## src/rtl/pre_if_stage_if.sv

```systemverilog
// pre_if_stage_if
//   Connects the pre-IF stage to the rest of the pipeline.
//   master : the pre-IF stage. It receives the fetch back-pressure and the
//            redirect sources. It drives the PC, the instruction SRAM
//            request and the cancel to the fetch stage.
//   slave  : the surrounding pipeline or a testbench.
//   Signals:
//     fs_allow_in      fetch stage can accept a new PC this cycle
//     br_taken/target  resolved taken branch or jump and its target
//     excp_flush       exception commit; redirect to ex_entry
//     ertn_flush       exception return; redirect to era
//     to_fs_valid      pre-IF holds a valid PC for fetch
//     pc, excp_adef    registered PC and its misaligned-fetch flag
//     nextpc           combinational next fetch PC
//     inst_sram_en     instruction SRAM read enable
//     inst_sram_addr   instruction SRAM read address
//     br_taken_cancel  any redirect this cycle
interface pre_if_stage_if;
  logic        fs_allow_in;
  logic        br_taken;
  logic [31:0] br_target;
  logic        excp_flush;
  logic [31:0] ex_entry;
  logic        ertn_flush;
  logic [31:0] era;
  logic        to_fs_valid;
  logic [31:0] pc;
  logic        excp_adef;
  logic [31:0] nextpc;
  logic        inst_sram_en;
  logic [31:0] inst_sram_addr;
  logic        br_taken_cancel;

  modport master (
    input  fs_allow_in, br_taken, br_target, excp_flush, ex_entry,
           ertn_flush, era,
    output to_fs_valid, pc, excp_adef, nextpc, inst_sram_en,
           inst_sram_addr, br_taken_cancel
  );

  modport slave (
    output fs_allow_in, br_taken, br_target, excp_flush, ex_entry,
           ertn_flush, era,
    input  to_fs_valid, pc, excp_adef, nextpc, inst_sram_en,
           inst_sram_addr, br_taken_cancel
  );
endinterface

```

## src/rtl/pre_if_stage.sv

```systemverilog
// pre_if_stage
//   Pre-fetch stage. Each cycle it selects the next fetch PC from these
//   sources, in priority order: exception entry, exception return, taken
//   branch, buffered redirect, sequential PC. It then issues the
//   instruction SRAM read for that PC.
//   While the fetch stage stalls, a redirect is buffered. The buffered
//   target is then used on the first cycle the fetch stage accepts again.
//   Ports:
//     clk    rising-edge clock
//     reset  synchronous, active-high reset
//     bus    pre_if_stage_if.master (redirect inputs, PC/SRAM outputs)
module pre_if_stage (
  input  logic                  clk,
  input  logic                  reset,
  pre_if_stage_if.master        bus
);

  // The PC register sits one word before the boot vector. The first
  // sequential increment after reset therefore fetches 0x1C000000.
  localparam logic [31:0] RESET_PC = 32'h1BFF_FFFC;

  logic [31:0] pc_q, pc_d;
  logic        excp_adef_q, excp_adef_d;
  logic        pending_valid_q, pending_valid_d;
  logic [31:0] pending_target_q, pending_target_d;

  logic [31:0] seq_pc;
  logic [31:0] nextpc;
  logic        redirect;

  // Next-PC selection
  always_comb begin
    seq_pc   = pc_q + 32'd4;
    redirect = bus.excp_flush | bus.ertn_flush | bus.br_taken;
    if (bus.excp_flush)       nextpc = bus.ex_entry;
    else if (bus.ertn_flush)  nextpc = bus.era;
    else if (bus.br_taken)    nextpc = bus.br_target;
    else if (pending_valid_q) nextpc = pending_target_q;
    else                      nextpc = seq_pc;
  end

  // State update
  always_comb begin
    pc_d             = pc_q;
    excp_adef_d      = excp_adef_q;
    pending_valid_d  = pending_valid_q;
    pending_target_d = pending_target_q;
    if (reset) begin
      pc_d             = RESET_PC;
      excp_adef_d      = 1'b0;
      pending_valid_d  = 1'b0;
      pending_target_d = 32'h0;
    end else if (bus.fs_allow_in) begin
      // A redirect in this cycle goes straight to pc, so nothing is
      // buffered. Any older buffered target is consumed through nextpc
      // in this same cycle.
      pc_d            = nextpc;
      excp_adef_d     = (nextpc[1:0] != 2'b00);
      pending_valid_d = 1'b0;
    end else if (redirect) begin
      // nextpc already holds the highest-priority target. A newer
      // redirect therefore replaces any older buffered one.
      pending_valid_d  = 1'b1;
      pending_target_d = nextpc;
    end
  end

  always_ff @(posedge clk) begin
    pc_q             <= pc_d;
    excp_adef_q      <= excp_adef_d;
    pending_valid_q  <= pending_valid_d;
    pending_target_q <= pending_target_d;
  end

  // Outputs
  always_comb begin
    bus.to_fs_valid     = ~reset;
    bus.pc              = pc_q;
    bus.excp_adef       = excp_adef_q;
    bus.nextpc          = nextpc;
    bus.inst_sram_addr  = nextpc;
    bus.inst_sram_en    = bus.fs_allow_in & ~reset & (nextpc[1:0] == 2'b00);
    bus.br_taken_cancel = redirect;
  end

endmodule

```

## src/flat_wrapper.sv

```systemverilog
// flat-port wrapper written by rule: the top's interface ports become plain ports
module pre_if_stage_flat 
  (clk, reset, bus_fs_allow_in, bus_br_taken, bus_br_target, bus_excp_flush, bus_ex_entry, bus_ertn_flush, bus_era, bus_to_fs_valid, bus_pc, bus_excp_adef, bus_nextpc, bus_inst_sram_en, bus_inst_sram_addr, bus_br_taken_cancel);
  pre_if_stage_if bus_i ();
  input  logic clk;
  input  logic reset;
  input wire logic [$bits(bus_i.fs_allow_in)-1:0] bus_fs_allow_in;
  input wire logic [$bits(bus_i.br_taken)-1:0] bus_br_taken;
  input wire logic [$bits(bus_i.br_target)-1:0] bus_br_target;
  input wire logic [$bits(bus_i.excp_flush)-1:0] bus_excp_flush;
  input wire logic [$bits(bus_i.ex_entry)-1:0] bus_ex_entry;
  input wire logic [$bits(bus_i.ertn_flush)-1:0] bus_ertn_flush;
  input wire logic [$bits(bus_i.era)-1:0] bus_era;
  output wire logic [$bits(bus_i.to_fs_valid)-1:0] bus_to_fs_valid;
  output wire logic [$bits(bus_i.pc)-1:0] bus_pc;
  output wire logic [$bits(bus_i.excp_adef)-1:0] bus_excp_adef;
  output wire logic [$bits(bus_i.nextpc)-1:0] bus_nextpc;
  output wire logic [$bits(bus_i.inst_sram_en)-1:0] bus_inst_sram_en;
  output wire logic [$bits(bus_i.inst_sram_addr)-1:0] bus_inst_sram_addr;
  output wire logic [$bits(bus_i.br_taken_cancel)-1:0] bus_br_taken_cancel;
  assign bus_i.fs_allow_in = bus_fs_allow_in;
  assign bus_i.br_taken = bus_br_taken;
  assign bus_i.br_target = bus_br_target;
  assign bus_i.excp_flush = bus_excp_flush;
  assign bus_i.ex_entry = bus_ex_entry;
  assign bus_i.ertn_flush = bus_ertn_flush;
  assign bus_i.era = bus_era;
  assign bus_to_fs_valid = bus_i.to_fs_valid;
  assign bus_pc = bus_i.pc;
  assign bus_excp_adef = bus_i.excp_adef;
  assign bus_nextpc = bus_i.nextpc;
  assign bus_inst_sram_en = bus_i.inst_sram_en;
  assign bus_inst_sram_addr = bus_i.inst_sram_addr;
  assign bus_br_taken_cancel = bus_i.br_taken_cancel;
  pre_if_stage u_core (.clk(clk), .reset(reset), .bus(bus_i));
endmodule
```

## config.mk

```make
export PLATFORM = sky130hd
export DESIGN_NAME = pre_if_stage_flat
export DESIGN_NICKNAME = d
export VERILOG_FILES = /design/src/rtl/pre_if_stage_if.sv /design/src/rtl/pre_if_stage.sv /design/src/flat_wrapper.sv
export SDC_FILE = /design/constraint.sdc
export NUM_CORES = 1
export LEC_CHECK = 0
export BUFFER_PORTS_ARGS = -buffer_cell sky130_fd_sc_hd__buf_2
export CORE_MARGIN = 3
export CORE_UTILIZATION = 54
export CTS_BUF_LIST = sky130_fd_sc_hd__clkbuf_4 sky130_fd_sc_hd__clkbuf_8 sky130_fd_sc_hd__clkbuf_16
export CTS_CLUSTER_DIAMETER = 40
export CTS_CLUSTER_SIZE = 16
export DETAILED_ROUTE_END_ITERATION = 16
export MAX_ROUTING_LAYER = met4
export PLACE_DENSITY_LB_ADDON = 0.08
export SLEW_MARGIN = 5
export SYNTH_ARGS = -nofsm -noshare
export SYNTH_HDL_FRONTEND = slang
export SYNTH_SLANG_ARGS = --single-unit
```

## constraint.sdc

```tcl
create_clock -name clk -period 3.7 [get_ports clk]
set_input_delay 0.185 -clock clk [delete_from_list [all_inputs] [get_ports clk]]
set_output_delay 0.185 -clock clk [all_outputs]
set_load 0.02 [all_outputs]
```

# [Word level (Yosys, flattened, before mapping)]
# Cells that the tools add are included.
[totals] in_bits=102 output_inout_bits=100 regBits=66
[op_classes] add_sub_neg=1 muxes=4 n_bitwise=6 reduce_logical=4
[ops] op="2-to-1 mux 32 bit" n=4
[ops] op="adder 32 x 3 -> 32 bit (second input constant)" n=1
[ops] op="bitwise AND 1 bit" n=2
[ops] op="zero test 2 bit" n=1
[ops] op="NOT 1 bit" n=2
[ops] op="bitwise OR 1 bit" n=2
[ops] op="AND reduction 2 bit" n=1
[ops] op="nonzero test 2 bit" n=1
[ops] op="OR reduction 2 bit" n=1

# [Depth between registers and ports, before layout]
# Gate-level depths: netlist (run 1).
[depth] word_depth=7 ltp_mapped=9 depth_no_buf=6

# [Least setup slack after synthesis (run 1)]
# OpenSTA, ideal clock, no wires.
[synth_path] kind="reg2out" startpoint="reg u_core.pc_q[17], in the netlist u_core.bus.pc[17]" endpoint="out bus_nextpc[31]" required_ps=3515 t_arrival_ps=2553 stages_incl_launch_ff=7 setup_slack_ps=962 cell_sequence="dfxtp_1 > nand3_2 > or2_2 > or4b_4 > xor2_1 > a21boi_0 > buf_4"
[synth_between] elab_chain_cells=5
[synth_lines] element="start, declared" line="pre_if_stage.sv:22" text="logic [31:0] pc_q, pc_d;"
[synth_lines] element="start signal, assigned" line="pre_if_stage.sv:69" text="pc_q <= pc_d;"
[synth_lines] element="adder 32 x 3 -> 32 bit" line="pre_if_stage.sv:33" text="seq_pc = pc_q + 32'd4;"
[synth_lines] element="2-to-1 mux 32 bit" line="pre_if_stage.sv:38" text="else if (pending_valid_q) nextpc = pending_target_q;"
[synth_lines] element="2-to-1 mux 32 bit" line="pre_if_stage.sv:37" text="else if (bus.br_taken) nextpc = bus.br_target;"
[synth_lines] element="2-to-1 mux 32 bit" line="pre_if_stage.sv:36" text="else if (bus.ertn_flush) nextpc = bus.era;"
[synth_lines] element="2-to-1 mux 32 bit" line="pre_if_stage.sv:35" text="if (bus.excp_flush) nextpc = bus.ex_entry;"
[synth_lines] element="end, declared" line="flat_wrapper.sv:17" text="output wire logic [$bits(bus_i.nextpc)-1:0] bus_nextpc;"
# No other way between the ends.

# [Final worst setup path (run 1)]
[layout_path] startpoint="reg u_core.pc_q[2], in the netlist u_core.bus.pc[2]" endpoint="out bus_inst_sram_addr[22]"
[layout_between] elab_chain_cells=5
[layout_lines] element="adder 32 x 3 -> 32 bit" line="pre_if_stage.sv:33"
[layout_lines] element="2-to-1 mux 32 bit" line="pre_if_stage.sv:38"
[layout_lines] element="2-to-1 mux 32 bit" line="pre_if_stage.sv:37"
[layout_lines] element="2-to-1 mux 32 bit" line="pre_if_stage.sv:36"
[layout_lines] element="2-to-1 mux 32 bit" line="pre_if_stage.sv:35"
[layout_lines] element="end, declared" line="flat_wrapper.sv:19" text="output wire logic [$bits(bus_i.inst_sram_addr)-1:0] bus_inst_sram_addr;"
# No other way between the ends.

==> results of run 1 <==
==> stage by stage <==
step	cell area [um^2]	std cells	util [%]	hold slack, ns	setup slack [ns]
floorplan	5067	688	-	0.3728	0.9621
global placement	5838	923	65.35	0.4365	1.270
detailed placement	5838	923	65.35	0.4457	1.250
CTS	6095	939	68.22	0.1387	0.8595
global route	6095	939	68.22	0.1812	0.6790
finish	6095	939	68.22	0.1491	0.8122
==> layout make-up <==
cell class	instances	area [um^2]	share of cell area (%)
Timing Repair Buffer	214	1104	18.11
Clock inverter	4	97.59	1.601
Inverter	13	48.80	0.8007
Clock buffer	12	158.9	2.607
Sequential cell	66	1321	21.68
Multi-Input combinational cell	522	3229	52.99
Tap cell	108	135.1	2.217
==> flip-flops by register name, summed over array words and instances, names as in the netlist <==
signal / cells
u_core.pending_valid_q: 1
u_core.bus.excp_adef: 1
u_core.bus.pc: 32
u_core.pending_target_q: 32
==> worst max-delay path, cell delays in order, from the launching register on <==
cell and delay, ns:
sky130_fd_sc_hd__dfxtp_1 0.45, sky130_fd_sc_hd__ha_1 0.26, sky130_fd_sc_hd__nand3_1 0.12, sky130_fd_sc_hd__or4_1 0.72, sky130_fd_sc_hd__mux2i_1 0.20, sky130_fd_sc_hd__nand2_1 0.14
sky130_fd_sc_hd__o21ai_0 0.25, sky130_fd_sc_hd__buf_2 0.21
==> worst max path at each step <==
stage	from	endpoint	slack, ns	cells after the start
3_5_place_dp	bus_ertn_flush	bus_inst_sram_en	1.25	7
3_3_place_gp	u_core.bus.pc[9]	bus_nextpc[21]	1.27	6
4_1_cts	u_core.bus.pc[2]	bus_inst_sram_addr[28]	0.86	7
2_1_floorplan	u_core.bus.pc[17]	bus_nextpc[31]	0.96	6
5_1_grt	u_core.pending_valid_q	bus_inst_sram_addr[18]	0.68	7
6_report	u_core.bus.pc[2]	bus_inst_sram_addr[22]	0.81	7
==> where the power goes <==
| group | switching [W] | leakage (nW) | internal [W] |
|---|---|---|---|
| Sequential | 0.0000675 | 0.547 | 0.000767 |
| Combinational | 0.000509 | 1.97 | 0.000283 |
| Clock | 0.000296 | 0.126 | 0.000493 |
==> per-layer routing <==
metal | vias up | GRT usage, % | wire length (um)
met3 | 55 | 5.413 | 1909
li1 | 2761 | - | -
met1 | 2672 | 45.40 | 7295
met2 | 392 | 53.38 | 8255
met4 | 0 | 12.75 | 599
met5 | - | - | 0
==> cell usage after synthesis, types with 8 or more instances <==
master                     instances
sky130_fd_sc_hd__nor2_1           33
sky130_fd_sc_hd__xnor2_1          11
sky130_fd_sc_hd__a31oi_1          14
sky130_fd_sc_hd__xor2_1           11
sky130_fd_sc_hd__dfxtp_1          66
sky130_fd_sc_hd__buf_2            12
sky130_fd_sc_hd__nor2b_1          15
sky130_fd_sc_hd__o31ai_1          12
sky130_fd_sc_hd__and2_1           17
sky130_fd_sc_hd__o22ai_1           8
sky130_fd_sc_hd__o211ai_1         11
sky130_fd_sc_hd__nand3_1          18
sky130_fd_sc_hd__mux2i_1           8
sky130_fd_sc_hd__a22oi_1          11
sky130_fd_sc_hd__nand4_1          10
sky130_fd_sc_hd__buf_4            32
sky130_fd_sc_hd__nor3_1           22
sky130_fd_sc_hd__clkbuf_1         37
sky130_fd_sc_hd__or3b_2           11
sky130_fd_sc_hd__inv_1            12
sky130_fd_sc_hd__a21oi_1          61
sky130_fd_sc_hd__nor3b_1          13
sky130_fd_sc_hd__o21ai_0          41
sky130_fd_sc_hd__nand2_1          86
==> logic make-up after synthesis <==
family                   Yosys count  synth area share [%]
adder cells (fa/ha/maj)            1                0.2469
XOR/XNOR                          22                 3.802
multiplexers                      11                 2.247
flip-flops                        66                 26.07
AND/OR/NAND/NOR                  269                 29.14
buffers and inverters            100                 10.25
AO/OA/AOI/OAI                    219                 28.25
==> flow_summary.html, run 1 <==
<table>
<tr><th>Metric</th><th>Value</th></tr>
<tr><th colspan="2">Placed design</th></tr>
<tr><td>Port buffer count</td><td>roughly 200</td></tr>
<tr><td>Last weighted congestion value of the routability-driven placer</td><td>a little under 1</td></tr>
<tr><td>Detailed placer's ending HPWL</td><td>13,200 um</td></tr>
<tr><th colspan="2">Routing</th></tr>
<tr><td>Post-route ant nets</td><td>0</td></tr>
<tr><td>Number of DRC markers in iteration 0</td><td>~500</td></tr>
<tr><td>Remaining design rule violation count</td><td>0</td></tr>
<tr><td>Overall routed net length</td><td>18,060 um</td></tr>
<tr><td>Via count of the routed design</td><td>5,880</td></tr>
<tr><td>Post-detailed-route wirelength per cell</td><td>slightly below 20 um</td></tr>
<tr><td>Pre-antenna DRT Iters</td><td>5</td></tr>
<tr><td>Vias per cell</td><td>around 6.3</td></tr>
<tr><th colspan="2">Timing</th></tr>
<tr><td>Final hold violations</td><td>0</td></tr>
<tr><td>Final Max Tran Viols</td><td>0</td></tr>
<tr><td>Relative max-transition margin</td><td>~26%</td></tr>
<tr><td>Setup repair after global routing missed its margin</td><td>false</td></tr>
<tr><td>Worst clock skew on the final layout</td><td>about 0.008 ns</td></tr>
<tr><td>Total negative slack for setup checks</td><td>0 ns</td></tr>
<tr><td>Min cycle time layout</td><td>slightly below 3 ns</td></tr>
<tr><td>Worst-Margin Slew</td><td>roughly 1.1 ns</td></tr>
<tr><td>Crit share post-route</td><td>roughly four fifths</td></tr>
<tr><td>Max Clk Rate</td><td>about 350 MHz</td></tr>
<tr><td>Final setup violation count</td><td>0</td></tr>
<tr><th colspan="2">Power</th></tr>
<tr><td>Worst vdd rail ir drop</td><td>roughly 0.22 mV</td></tr>
<tr><td>P_leak</td><td>around 2.6 nW</td></tr>
<tr><td>Pwr Total</td><td>approximately 0.0024 W</td></tr>
<tr><td>Pwr dens</td><td>between 300 and 400 nW/um^2</td></tr>
<tr><th colspan="2">Die</th></tr>
<tr><td># rows</td><td>34</td></tr>
<tr><td>Placeable Area</td><td>8934 um^2</td></tr>
<tr><td>Die Outline Area</td><td>10,580 um^2</td></tr>
<tr><td>I/O pin cnt</td><td>between 200 and 250</td></tr>
<tr><td>Initial core utilization</td><td>about 57%</td></tr>
<tr><td>Overall die height</td><td>102.9 um</td></tr>
<tr><td>Horizontal die dimension</td><td>slightly above 100 um</td></tr>
<tr><th colspan="2">Yosys</th></tr>
<tr><td>Number of synthesized register bits</td><td>66</td></tr>
<tr><td>Synthesized instance count</td><td>between 600 and 700</td></tr>
<tr><td>Area leader, netlist</td><td>sky130_fd_sc_hd__dfxtp_1</td></tr>
<tr><td>Async SR Flop Fraction</td><td>0%</td></tr>
<tr><td>Distinct cell type count after synthesis</td><td>roughly 70</td></tr>
<tr><td>Number of warnings printed during yosys synthesis</td><td>0</td></tr>
<tr><td>Share of Yosys cell area claimed by the top area cell type</td><td>26.07%</td></tr>
<tr><td>Mean Syn Cell Area</td><td>7.365 um^2</td></tr>
<tr><td>EDFF count, synth</td><td>0</td></tr>
<tr><td>Most area-consuming cells after synthesis</td><td>sky130_fd_sc_hd__dfxtp_1, sky130_fd_sc_hd__nand2_1, sky130_fd_sc_hd__a21oi_1</td></tr>
<tr><td>Post-synthesis net count</td><td>between 700 and 800</td></tr>
<tr><td>Cell Area, Synth</td><td>roughly 5100 um^2</td></tr>
<tr><td>Leading register cell type out of synthesis</td><td>sky130_fd_sc_hd__dfxtp_1</td></tr>
<tr><td>Proportion of synthesized chip area in sequential cells</td><td>26.07%</td></tr>
<tr><th colspan="2">Final layout</th></tr>
<tr><td>Commonest non-fill, non-tap cell in the layout</td><td>sky130_fd_sc_hd__buf_2</td></tr>
<tr><td>Layout-stage area growth over the synthesis result</td><td>20.27%</td></tr>
<tr><td>Count of filler cells inserted in the layout</td><td>810</td></tr>
<tr><td>Ant diodes</td><td>0</td></tr>
<tr><td>Final layout net count</td><td>roughly 930</td></tr>
<tr><td>Share of layout cells above drive strength 1</td><td>32.25%</td></tr>
<tr><td>Commonest non-fill, non-tap cells in the layout</td><td>sky130_fd_sc_hd__buf_2, sky130_fd_sc_hd__nand2_1, sky130_fd_sc_hd__dfxtp_1, sky130_fd_sc_hd__a21oi_1, sky130_fd_sc_hd__o21ai_0</td></tr>
<tr><th colspan="2">Worst setup path</th></tr>
<tr><td>Worst R2R Path Depth</td><td>6</td></tr>
<tr><td>Required time at the worst-slack endpoint</td><td>around 3.5 ns</td></tr>
<tr><td>Origin of the critical flop-to-flop path</td><td>u_core.bus.pc[2]</td></tr>
<tr><td>Crit Path Max Fanout</td><td>7</td></tr>
<tr><td>Reg-to-reg setup timing slack</td><td>approximately 1.4 ns</td></tr>
<tr><td>Path type of the worst setup path</td><td>reg -&gt; out</td></tr>
<tr><td>Endpoint kind of the worst setup timing path</td><td>primary output</td></tr>
<tr><td>Arrival time of the worst setup path</td><td>2.70 ns</td></tr>
<tr><td>Critical path launch point type</td><td>register</td></tr>
<tr><td>RR Endpoint</td><td>u_core.bus.pc[16]</td></tr>
<tr><th colspan="2">Clocking</th></tr>
<tr><td>Max Buffers Root-to-Sink</td><td>2</td></tr>
<tr><td>Number of sinks handled by clock tree synthesis</td><td>66</td></tr>
<tr><td>Insertion delay to the later sink of the worst-skew pair</td><td>roughly 0.35 ns</td></tr>
<tr><td># resized after CTS</td><td>0</td></tr>
<tr><td>Root buffer cell</td><td>sky130_fd_sc_hd__clkbuf_8</td></tr>
<tr><td>TritonCTS clock tree</td><td>done</td></tr>
<tr><td>Hold-fix buffers at CTS</td><td>0</td></tr>
<tr><td>Clock Pin Slew Worst Setup and Hold Paths</td><td>0.08 ns</td></tr>
<tr><td>CTS Buf Count</td><td>9</td></tr>
<tr><td>H-tree depth</td><td>3</td></tr>
<tr><td>Number of post-CTS setup repair buffers</td><td>0</td></tr>
<tr><th colspan="2">Global route</th></tr>
<tr><td>Largest net degree at the start of global routing</td><td>36</td></tr>
<tr><td>Overall routing resource usage</td><td>between 30% and 40%</td></tr>
<tr><td>Number of antenna violations at the first check in global routing</td><td>0</td></tr>
<tr><td>First-pass GRT wire length</td><td>around 28,000 um</td></tr>
<tr><td>Overflow after GRT</td><td>0</td></tr>
<tr><td>Via count of the first global-routing pass</td><td>approximately 5,400</td></tr>
<tr><th colspan="2">Worst hold path</th></tr>
<tr><td>Hold Startpoint</td><td>bus_ex_entry[4]</td></tr>
<tr><td>Number of instances on the worst hold path</td><td>3</td></tr>
<tr><td>Terminating pin of the worst hold path</td><td>u_core.pending_target_q[4]</td></tr>
<tr><td>Worst hold path class</td><td>in -&gt; reg</td></tr>
<tr><th colspan="2">Job</th></tr>
<tr><td>Reported max-cap violation count</td><td>0</td></tr>
<tr><th colspan="2">Status</th></tr>
<tr><td>Result of the run</td><td>finished, final reports clean</td></tr>
</table>
Power figures use the tool's default switching activity.
==> inputs of run 2 (changes only) <==
--- a/config.mk
+++ b/config.mk
@@ -5,9 +5,10 @@
 export SDC_FILE = /design/constraint.sdc
 export NUM_CORES = 1
 export LEC_CHECK = 0
+export ABC_AREA = 1
 export BUFFER_PORTS_ARGS = -buffer_cell sky130_fd_sc_hd__buf_2
 export CORE_MARGIN = 3
-export CORE_UTILIZATION = 54
+export CORE_UTILIZATION = 45
 export CTS_BUF_LIST = sky130_fd_sc_hd__clkbuf_4 sky130_fd_sc_hd__clkbuf_8 sky130_fd_sc_hd__clkbuf_16
 export CTS_CLUSTER_DIAMETER = 40
 export CTS_CLUSTER_SIZE = 16
==> constraint.sdc (replaced) <==
create_clock -name clk -period 2.6 [get_ports clk]
set_input_delay 0.13 -clock clk [delete_from_list [all_inputs] [get_ports clk]]
set_output_delay 0.13 -clock clk [all_outputs]
set_load 0.02 [all_outputs]
==> flow_summary.html, run 2 <==
<table>
<tr><th>Metric</th><th>Value</th></tr>
<tr><th colspan="2">Global route</th></tr>
<tr><td>Overflow after GRT</td><td>0</td></tr>
<tr><td>Overall routing resource usage</td><td>between 20% and 30%</td></tr>
<tr><td>Largest net degree at the start of global routing</td><td>48</td></tr>
<tr><td>First-pass GRT wire length</td><td>26,480 um</td></tr>
<tr><td>Via count of the first global-routing pass</td><td>5,385</td></tr>
<tr><td>Number of antenna violations at the first check in global routing</td><td>0</td></tr>
<tr><th colspan="2">Clocking</th></tr>
<tr><td>Hold-fix buffers at CTS</td><td>0</td></tr>
<tr><td>Number of post-CTS setup repair buffers</td><td>0</td></tr>
<tr><td>Number of sinks handled by clock tree synthesis</td><td>66</td></tr>
<tr><td>H-tree depth</td><td>3</td></tr>
<tr><td>Max Buffers Root-to-Sink</td><td>2</td></tr>
<tr><td>TritonCTS clock tree</td><td>done</td></tr>
<tr><td># resized after CTS</td><td>0</td></tr>
<tr><td>Insertion delay to the later sink of the worst-skew pair</td><td>0.36 ns</td></tr>
<tr><td>Root buffer cell</td><td>sky130_fd_sc_hd__clkbuf_8</td></tr>
<tr><td>CTS Buf Count</td><td>9</td></tr>
<tr><td>Clock Pin Slew Worst Setup and Hold Paths</td><td>0.08 ns</td></tr>
<tr><th colspan="2">Yosys</th></tr>
<tr><td>Area leader, netlist</td><td>sky130_fd_sc_hd__dfxtp_1</td></tr>
<tr><td>Cell Area, Synth</td><td>roughly 5000 um^2</td></tr>
<tr><td>Most area-consuming cells after synthesis</td><td>sky130_fd_sc_hd__dfxtp_1, sky130_fd_sc_hd__nand2_1, sky130_fd_sc_hd__inv_1</td></tr>
<tr><td>Mean Syn Cell Area</td><td>roughly 5.6 um^2</td></tr>
<tr><td>Proportion of synthesized chip area in sequential cells</td><td>roughly a quarter</td></tr>
<tr><td>Synthesized instance count</td><td>900</td></tr>
<tr><td>Leading register cell type out of synthesis</td><td>sky130_fd_sc_hd__dfxtp_1</td></tr>
<tr><td>Share of Yosys cell area claimed by the top area cell type</td><td>between 20% and 30%</td></tr>
<tr><td>EDFF count, synth</td><td>0</td></tr>
<tr><td>Async SR Flop Fraction</td><td>0%</td></tr>
<tr><td>Number of synthesized register bits</td><td>66</td></tr>
<tr><td>Commonest cells in the netlist</td><td>sky130_fd_sc_hd__nand2_1, sky130_fd_sc_hd__inv_1, sky130_fd_sc_hd__a21oi_1, sky130_fd_sc_hd__nor2_1, sky130_fd_sc_hd__nand3_1</td></tr>
<tr><td>Number of warnings printed during yosys synthesis</td><td>0</td></tr>
<tr><td>Count leader, synth</td><td>sky130_fd_sc_hd__nand2_1</td></tr>
<tr><td>Post-synthesis net count</td><td>between 1,000 and 1,500</td></tr>
<tr><td>Distinct cell type count after synthesis</td><td>29</td></tr>
<tr><th colspan="2">Die</th></tr>
<tr><td>Initial core utilization</td><td>between 40% and 50%</td></tr>
<tr><td>Horizontal die dimension</td><td>between 100 and 150 um</td></tr>
<tr><td>Die Outline Area</td><td>around 12,000 um^2</td></tr>
<tr><td>Overall die height</td><td>approximately 110 um</td></tr>
<tr><td># rows</td><td>37</td></tr>
<tr><td>Placeable Area</td><td>around 11,000 um^2</td></tr>
<tr><td>I/O pin cnt</td><td>202</td></tr>
<tr><th colspan="2">Job</th></tr>
<tr><td>Reported max-cap violation count</td><td>0</td></tr>
<tr><th colspan="2">Final layout</th></tr>
<tr><td>Area of combinational cells with multiple inputs</td><td>roughly 2800 um^2</td></tr>
<tr><td>Count of filler cells inserted in the layout</td><td>~1,200</td></tr>
<tr><td>Final core utilization</td><td>57.51%</td></tr>
<tr><td>Layout-stage area growth over the synthesis result</td><td>21.25%</td></tr>
<tr><td>Final layout net count</td><td>~1,200</td></tr>
<tr><td>Share of layout cells above drive strength 1</td><td>~24%</td></tr>
<tr><td>Commonest non-fill, non-tap cell in the layout</td><td>sky130_fd_sc_hd__nand2_1</td></tr>
<tr><td>Commonest non-fill, non-tap cells in the layout</td><td>sky130_fd_sc_hd__nand2_1, sky130_fd_sc_hd__buf_2, sky130_fd_sc_hd__inv_1, sky130_fd_sc_hd__a21oi_1, sky130_fd_sc_hd__nor2_1</td></tr>
<tr><td>Ant diodes</td><td>0</td></tr>
<tr><td>Area of all sequential standard cells</td><td>approximately 1300 um^2</td></tr>
<tr><td>Final Instance Count excl. Fillers</td><td>between 1,000 and 1,500</td></tr>
<tr><th colspan="2">Timing</th></tr>
<tr><td>Worst-Margin Slew</td><td>0.7126 ns</td></tr>
<tr><td>Min cycle time layout</td><td>around 2.4 ns</td></tr>
<tr><td>Post-Route Hold Slack</td><td>about 0.11 ns</td></tr>
<tr><td>Final Max Tran Viols</td><td>0</td></tr>
<tr><td>Setup repair after global routing missed its margin</td><td>false</td></tr>
<tr><td>Worst clock skew on the final layout</td><td>between 0.01 and 0.015 ns</td></tr>
<tr><td>Final setup violation count</td><td>0</td></tr>
<tr><td>Relative max-transition margin</td><td>52.49%</td></tr>
<tr><td>Final hold violations</td><td>0</td></tr>
<tr><td>Crit share post-route</td><td>between 90% and 100%</td></tr>
<tr><td>Max Clk Rate</td><td>419.2 MHz</td></tr>
<tr><td>Total negative slack for setup checks</td><td>0 ns</td></tr>
<tr><th colspan="2">Routing</th></tr>
<tr><td>Via count of the routed design</td><td>about 5,800</td></tr>
<tr><td>Post-detailed-route wirelength per cell</td><td>13.67 um</td></tr>
<tr><td>Remaining design rule violation count</td><td>0</td></tr>
<tr><td>Number of DRC markers in iteration 0</td><td>380</td></tr>
<tr><td>Pre-antenna DRT Iters</td><td>5</td></tr>
<tr><td>Post-route ant nets</td><td>0</td></tr>
<tr><td>Overall routed net length</td><td>roughly 16,000 um</td></tr>
<tr><td>Vias per cell</td><td>around 4.9</td></tr>
<tr><th colspan="2">Power</th></tr>
<tr><td>P_leak</td><td>3.578 nW</td></tr>
<tr><td>Pwr dens</td><td>around 530 nW/um^2</td></tr>
<tr><td>Worst vdd rail ir drop</td><td>roughly 0.30 mV</td></tr>
<tr><th colspan="2">Status</th></tr>
<tr><td>Result of the run</td><td>finished, final reports clean</td></tr>
<tr><th colspan="2">Worst setup path</th></tr>
<tr><td>Critical path launch point type</td><td>register</td></tr>
<tr><td>Highest cell delay on the worst timing path</td><td>0.41 ns</td></tr>
<tr><td>CP top delay family</td><td>simple AND/OR/NAND/NOR gates</td></tr>
<tr><td>Slowest cell on the critical path</td><td>sky130_fd_sc_hd__dfxtp_1</td></tr>
<tr><td>Reg-to-reg setup timing slack</td><td>about 0.63 ns</td></tr>
<tr><td>Arrival time of the worst setup path</td><td>2.26 ns</td></tr>
<tr><td>Crit Path Max Fanout</td><td>6</td></tr>
<tr><td>Required time at the worst-slack endpoint</td><td>approximately 2.5 ns</td></tr>
<tr><td>Path type of the worst setup path</td><td>reg -&gt; out</td></tr>
<tr><td>Cell breakdown of the critical path</td><td>ha_1 &gt; nand3_1 &gt; nor2_2 &gt; nand3_1 &gt; nand2_1 &gt; nand3_1 &gt; nand2_1 &gt; a21o_1 &gt; nand2_1 &gt; buf_2</td></tr>
<tr><td>WP buf/inv</td><td>1</td></tr>
<tr><td>Endpoint kind of the worst setup timing path</td><td>primary output</td></tr>
<tr><th colspan="2">Placed design</th></tr>
<tr><td>Detailed placer's ending HPWL</td><td>11,960 um</td></tr>
<tr><td>Port buffer count</td><td>201</td></tr>
<tr><td>Count of placed standard cells including taps</td><td>between 1,000 and 1,500</td></tr>
<tr><td>Last weighted congestion value of the routability-driven placer</td><td>0.9382</td></tr>
<tr><th colspan="2">Worst hold path</th></tr>
<tr><td>Worst hold path class</td><td>in -&gt; reg</td></tr>
</table>
## run 2: cell types whose count changed after synthesis, sizes merged, moves of 12 or more
cell	delta
a21oi	+24
a31oi	-13
and2	-17
clkbuf	-16
inv	+118
nand2	+219
nand3	+52
nor2	+62
nor2b	-15
nor3	-22
nor3b	-13
o31ai	-12
## run 2: stage by stage
step | setup slack, ns | power [W] | instance area, um^2
detailed placement | 0.6385 | 0.002341 | 5879
finish | 0.2144 | 0.003260 | 6097
global route | 0.0008060 | 0.003463 | 6097
CTS | 0.2374 | 0.003268 | 6087
floorplan | 0.5805 | 0.002022 | 5029
global placement | 0.6791 | 0.002337 | 5879
## run 2: tightest hold or removal path: stages
cell and delay [ns]:
sky130_fd_sc_hd__buf_2 0.07, sky130_fd_sc_hd__nand2_1 0.05, sky130_fd_sc_hd__nand3_1 0.08, sky130_fd_sc_hd__nand2_1 0.05
sky130_fd_sc_hd__inv_1 0.04
## run 2: cell type report
type	count	share of cell area, %
well taps	136	2.791
repair buffers	211	17.73
flip-flops and latches	66	21.67
clock buffers	13	2.832
inverters	130	8.003
clock inverters	2	0.5746
multi-input cells	633	46.40
## run 2: power by group
part	leakage (nW)	switching (W)	internal, W	total [W]
sequential	0.548	0.0000643	0.00109	0.00116
clock	0.109	0.000407	0.000526	0.000933
combinational	2.92	0.000789	0.000381	0.00117
## run 2: cells by family (layout without fill, tap and decap cells)
logic type	after synthesis	count (layout)	synth area share [%]
adders and majority gates	1	1	0.2488
AOI/OAI and AO/OA	146	146	15.25
buffers and inverters	201	356	17.82
DFF	66	66	26.28
xor gates and xnor gates	7	7	1.219
and+or+nand+nor	479	479	39.19
## run 2: worst paths after layout
check	cells after the start	from	end
worst min-delay path	5	bus_ex_entry[31]	u_core.pending_target_q[31]
worst max register to register	11	u_core.bus.pc[2]	u_core.bus.pc[16]
worst min register to register	2	u_core.bus.pc[0]	u_core.bus.pc[0]
worst max-delay path	10	u_core.bus.pc[2]	bus_inst_sram_addr[16]
## run 2: per-layer routing
| layer | track usage (%) | part of all wire [%] | vias up |
|---|---|---|---|
| met5 | - | 0 | - |
| met4 | 7.380 | 1.4 | 0 |
| met3 | 3.424 | 6.2 | 17 |
| met2 | 41.93 | 45 | 184 |
| met1 | 35.33 | 47 | 2571 |
| li1 | - | - | 3069 |
==> inputs of run 3 (changes only) <==
--- a/config.mk
+++ b/config.mk
@@ -5,10 +5,9 @@
 export SDC_FILE = /design/constraint.sdc
 export NUM_CORES = 1
 export LEC_CHECK = 0
-export ABC_AREA = 1
 export BUFFER_PORTS_ARGS = -buffer_cell sky130_fd_sc_hd__buf_2
 export CORE_MARGIN = 3
-export CORE_UTILIZATION = 45
+export CORE_UTILIZATION = 35
 export CTS_BUF_LIST = sky130_fd_sc_hd__clkbuf_4 sky130_fd_sc_hd__clkbuf_8 sky130_fd_sc_hd__clkbuf_16
 export CTS_CLUSTER_DIAMETER = 40
 export CTS_CLUSTER_SIZE = 16
@@ -19,3 +18,4 @@
 export SYNTH_ARGS = -nofsm -noshare
 export SYNTH_HDL_FRONTEND = slang
 export SYNTH_SLANG_ARGS = --single-unit
+export TNS_END_PERCENT = 50
==> flow_summary.html, run 3 (same netlist as run 1, synthesis figures left out) <==
<table>
<tr><th>Metric</th><th>Value</th></tr>
<tr><th colspan="2">Status</th></tr>
<tr><td>Result of the run</td><td>finished, final reports clean</td></tr>
<tr><th colspan="2">Worst setup path</th></tr>
<tr><td>Arrival time of the worst setup path</td><td>around 2.4 ns</td></tr>
<tr><td>Reg-to-reg setup timing slack</td><td>between 0.5 and 0.6 ns</td></tr>
<tr><td>Critical path launch point type</td><td>register</td></tr>
<tr><td>Required time at the worst-slack endpoint</td><td>about 2.5 ns</td></tr>
<tr><td>Endpoint kind of the worst setup timing path</td><td>primary output</td></tr>
<tr><td>Path type of the worst setup path</td><td>reg -&gt; out</td></tr>
<tr><td>Crit Path Max Fanout</td><td>7</td></tr>
<tr><th colspan="2">Timing</th></tr>
<tr><td>Crit share post-route</td><td>between 90% and 100%</td></tr>
<tr><td>Final hold violations</td><td>0</td></tr>
<tr><td>Setup repair after global routing missed its margin</td><td>false</td></tr>
<tr><td>Final Max Tran Viols</td><td>0</td></tr>
<tr><td>Min cycle time layout</td><td>between 2 and 3 ns</td></tr>
<tr><td>Total negative slack for setup checks</td><td>0 ns</td></tr>
<tr><td>Post-Route Hold Slack</td><td>between 0.1 and 0.15 ns</td></tr>
<tr><td>Worst-Margin Slew</td><td>around 0.83 ns</td></tr>
<tr><td>Setup slack after layout</td><td>around 0.090 ns</td></tr>
<tr><td>Worst clock skew on the final layout</td><td>~0.0056 ns</td></tr>
<tr><td>Relative max-transition margin</td><td>43.01%</td></tr>
<tr><td>Max Clk Rate</td><td>between 300 and 400 MHz</td></tr>
<tr><td>Final setup violation count</td><td>0</td></tr>
<tr><th colspan="2">Final layout</th></tr>
<tr><td>Final layout net count</td><td>950</td></tr>
<tr><td>Commonest non-fill, non-tap cell in the layout</td><td>sky130_fd_sc_hd__buf_2</td></tr>
<tr><td>Design Area, Final</td><td>~6500 um^2</td></tr>
<tr><td>Ant diodes</td><td>0</td></tr>
<tr><td>Final core utilization</td><td>between 40 and 50%</td></tr>
<tr><td>Share of layout cells above drive strength 1</td><td>36.85%</td></tr>
<tr><td>Commonest non-fill, non-tap cells in the layout</td><td>sky130_fd_sc_hd__buf_2, sky130_fd_sc_hd__nand2_1, sky130_fd_sc_hd__a21oi_1, sky130_fd_sc_hd__dfxtp_1, sky130_fd_sc_hd__o21ai_0</td></tr>
<tr><td>Count of filler cells inserted in the layout</td><td>1,471</td></tr>
<tr><td>Layout-stage area growth over the synthesis result</td><td>27.70%</td></tr>
<tr><th colspan="2">Global route</th></tr>
<tr><td>Overflow after GRT</td><td>0</td></tr>
<tr><td>First-pass GRT wire length</td><td>between 30,000 and 40,000 um</td></tr>
<tr><td>Number of antenna violations at the first check in global routing</td><td>0</td></tr>
<tr><td>Overall routing resource usage</td><td>around a quarter</td></tr>
<tr><td>Largest net degree at the start of global routing</td><td>48</td></tr>
<tr><td>Via count of the first global-routing pass</td><td>approximately 5,600</td></tr>
<tr><th colspan="2">Placed design</th></tr>
<tr><td>Area of placed instances</td><td>just over 6000 um^2</td></tr>
<tr><td>Last weighted congestion value of the routability-driven placer</td><td>~0.95</td></tr>
<tr><td>Post-Place Setup Slack</td><td>between 0.2 and 0.25 ns</td></tr>
<tr><td>Port buffer count</td><td>~200</td></tr>
<tr><td>Detailed placer's ending HPWL</td><td>~15,000 um</td></tr>
<tr><th colspan="2">Die</th></tr>
<tr><td>Placeable Area</td><td>around 14,000 um^2</td></tr>
<tr><td>Initial core utilization</td><td>36.09%</td></tr>
<tr><td>Overall die height</td><td>126.3 um</td></tr>
<tr><td>I/O pin cnt</td><td>about 200</td></tr>
<tr><td>Horizontal die dimension</td><td>roughly 130 um</td></tr>
<tr><td>Die Outline Area</td><td>around 16,000 um^2</td></tr>
<tr><td># rows</td><td>43</td></tr>
<tr><th colspan="2">Power</th></tr>
<tr><td>Combinational Power Share</td><td>32.7%</td></tr>
<tr><td>Worst vdd rail ir drop</td><td>approximately 0.38 mV</td></tr>
<tr><td>Switching share of power</td><td>between 30% and 40%</td></tr>
<tr><td>Reg power frac</td><td>around 32%</td></tr>
<tr><td>Power Internal</td><td>roughly 0.0024 W</td></tr>
<tr><td>Part of the total power dissipated in the clock network</td><td>between 30% and 40%</td></tr>
<tr><td>Pwr dens</td><td>roughly 570 nW/um^2</td></tr>
<tr><td>P_leak</td><td>between 2 and 3 nW</td></tr>
<tr><td>Net switching power figure</td><td>0.001310 W</td></tr>
<tr><th colspan="2">Routing</th></tr>
<tr><td>Via count of the routed design</td><td>~5,900</td></tr>
<tr><td>Post-route ant nets</td><td>0</td></tr>
<tr><td>Remaining design rule violation count</td><td>0</td></tr>
<tr><td>Overall routed net length</td><td>20,320 um</td></tr>
<tr><td>Post-detailed-route wirelength per cell</td><td>19.69 um</td></tr>
<tr><td>Pre-antenna DRT Iters</td><td>5</td></tr>
<tr><td>Number of DRC markers in iteration 0</td><td>approximately 500</td></tr>
<tr><td>Vias per cell</td><td>5.670</td></tr>
<tr><th colspan="2">Job</th></tr>
<tr><td>Reported max-cap violation count</td><td>0</td></tr>
<tr><th colspan="2">Clocking</th></tr>
<tr><td>Number of sinks handled by clock tree synthesis</td><td>66</td></tr>
<tr><td>H-tree depth</td><td>3</td></tr>
<tr><td>Clock Pin Slew Worst Setup and Hold Paths</td><td>about 0.05 ns</td></tr>
<tr><td>CTS Buf Count</td><td>9</td></tr>
<tr><td>Hold-fix buffers at CTS</td><td>0</td></tr>
<tr><td>TritonCTS clock tree</td><td>done</td></tr>
<tr><td>Root buffer cell</td><td>sky130_fd_sc_hd__clkbuf_16</td></tr>
<tr><td>Max Buffers Root-to-Sink</td><td>2</td></tr>
<tr><td>Insertion delay to the later sink of the worst-skew pair</td><td>about 0.34 ns</td></tr>
<tr><th colspan="2">Worst hold path</th></tr>
<tr><td>Worst hold path class</td><td>in -&gt; reg</td></tr>
</table>
[run 3: changes by cell type in the layout (fill, tap and decap cells not counted), moves of 13 or more]
cell                      change
sky130_fd_sc_hd__inv_1      -114
sky130_fd_sc_hd__and2_1      +17
sky130_fd_sc_hd__a31oi_1     +13
sky130_fd_sc_hd__dfxtp_2     +17
sky130_fd_sc_hd__buf_4       +23
sky130_fd_sc_hd__nor3b_1     +13
sky130_fd_sc_hd__a21oi_1     -24
sky130_fd_sc_hd__nor3_1      +20
sky130_fd_sc_hd__nand3_1     -52
sky130_fd_sc_hd__dfxtp_1     -17
sky130_fd_sc_hd__nor2_1      -50
sky130_fd_sc_hd__nor2b_1     +15
sky130_fd_sc_hd__nand2_1    -213
[run 3: timing repair]
item | 4_1_cts | 5_1_grt
resized for setup | 9 | 20
endpoints found under the setup margin | 16 | 36
pin swaps | 1 | 3
buffers inserted | 0 | 2
[run 3: path summary, 6_finish.rpt]
check	start	endpoint	cells past startpoint
hold reg to reg	u_core.pending_target_q[23]	u_core.pending_target_q[23]	2
setup / recovery	u_core.bus.pc[12]	bus_nextpc[25]	8
hold / removal	bus_ex_entry[8]	u_core.pending_target_q[8]	3
setup reg to reg	u_core.pending_valid_q	u_core.bus.pc[29]	4
[run 3: metrics by stage]
step / instances / power (W)
3_3_place_gp: 1014 / 0.002363
2_1_floorplan: 688 / 0.001999
4_1_cts: 1030 / 0.003681
3_5_place_dp: 1014 / 0.002374
6_report: 1032 / 0.003678
5_1_grt: 1032 / 0.003857
[run 3: worst max-delay path, stage by stage, from the launching register on]
cell and delay (ns):
sky130_fd_sc_hd__dfxtp_2 0.38, sky130_fd_sc_hd__and4_1 0.30, sky130_fd_sc_hd__nand3_4 0.15, sky130_fd_sc_hd__buf_4 0.21, sky130_fd_sc_hd__nor4_2 0.36, sky130_fd_sc_hd__buf_4 0.20
sky130_fd_sc_hd__xor2_1 0.15, sky130_fd_sc_hd__o21a_1 0.14, sky130_fd_sc_hd__buf_2 0.16
[run 3: layout make-up]
class	count	area [um^2]	share of cell area, %
multi-input cells	522	3271	50.54
well taps	180	225.2	3.480
flip-flops and latches	66	1343	20.75
inverters	13	48.80	0.7541
clock buffers	14	275.3	4.254
repair buffers	235	1274	19.68
clock inverters	2	35.03	0.5414
[run 3: power groups by stage]
| stage | registers, W | clock network [W] | logic (W) |
|---|---|---|---|
| 2_1_floorplan | 0.00123 | 0 | 0.000772 |
| 3_3_place_gp | 0.00119 | 0 | 0.00117 |
| 3_5_place_dp | 0.00120 | 0 | 0.00118 |
| 4_1_cts | 0.00118 | 0.00131 | 0.00119 |
| 5_1_grt | 0.00120 | 0.00136 | 0.00130 |
| 6_report | 0.00119 | 0.00129 | 0.00120 |
[run 3: layer usage]
metal	track usage, %	up-vias	share of wire, %
met1	35.34	2739	46
met4	8.644	0	2.4
met3	4.295	33	8.0
met5	-	-	0
met2	37.28	277	44
li1	-	2802	-
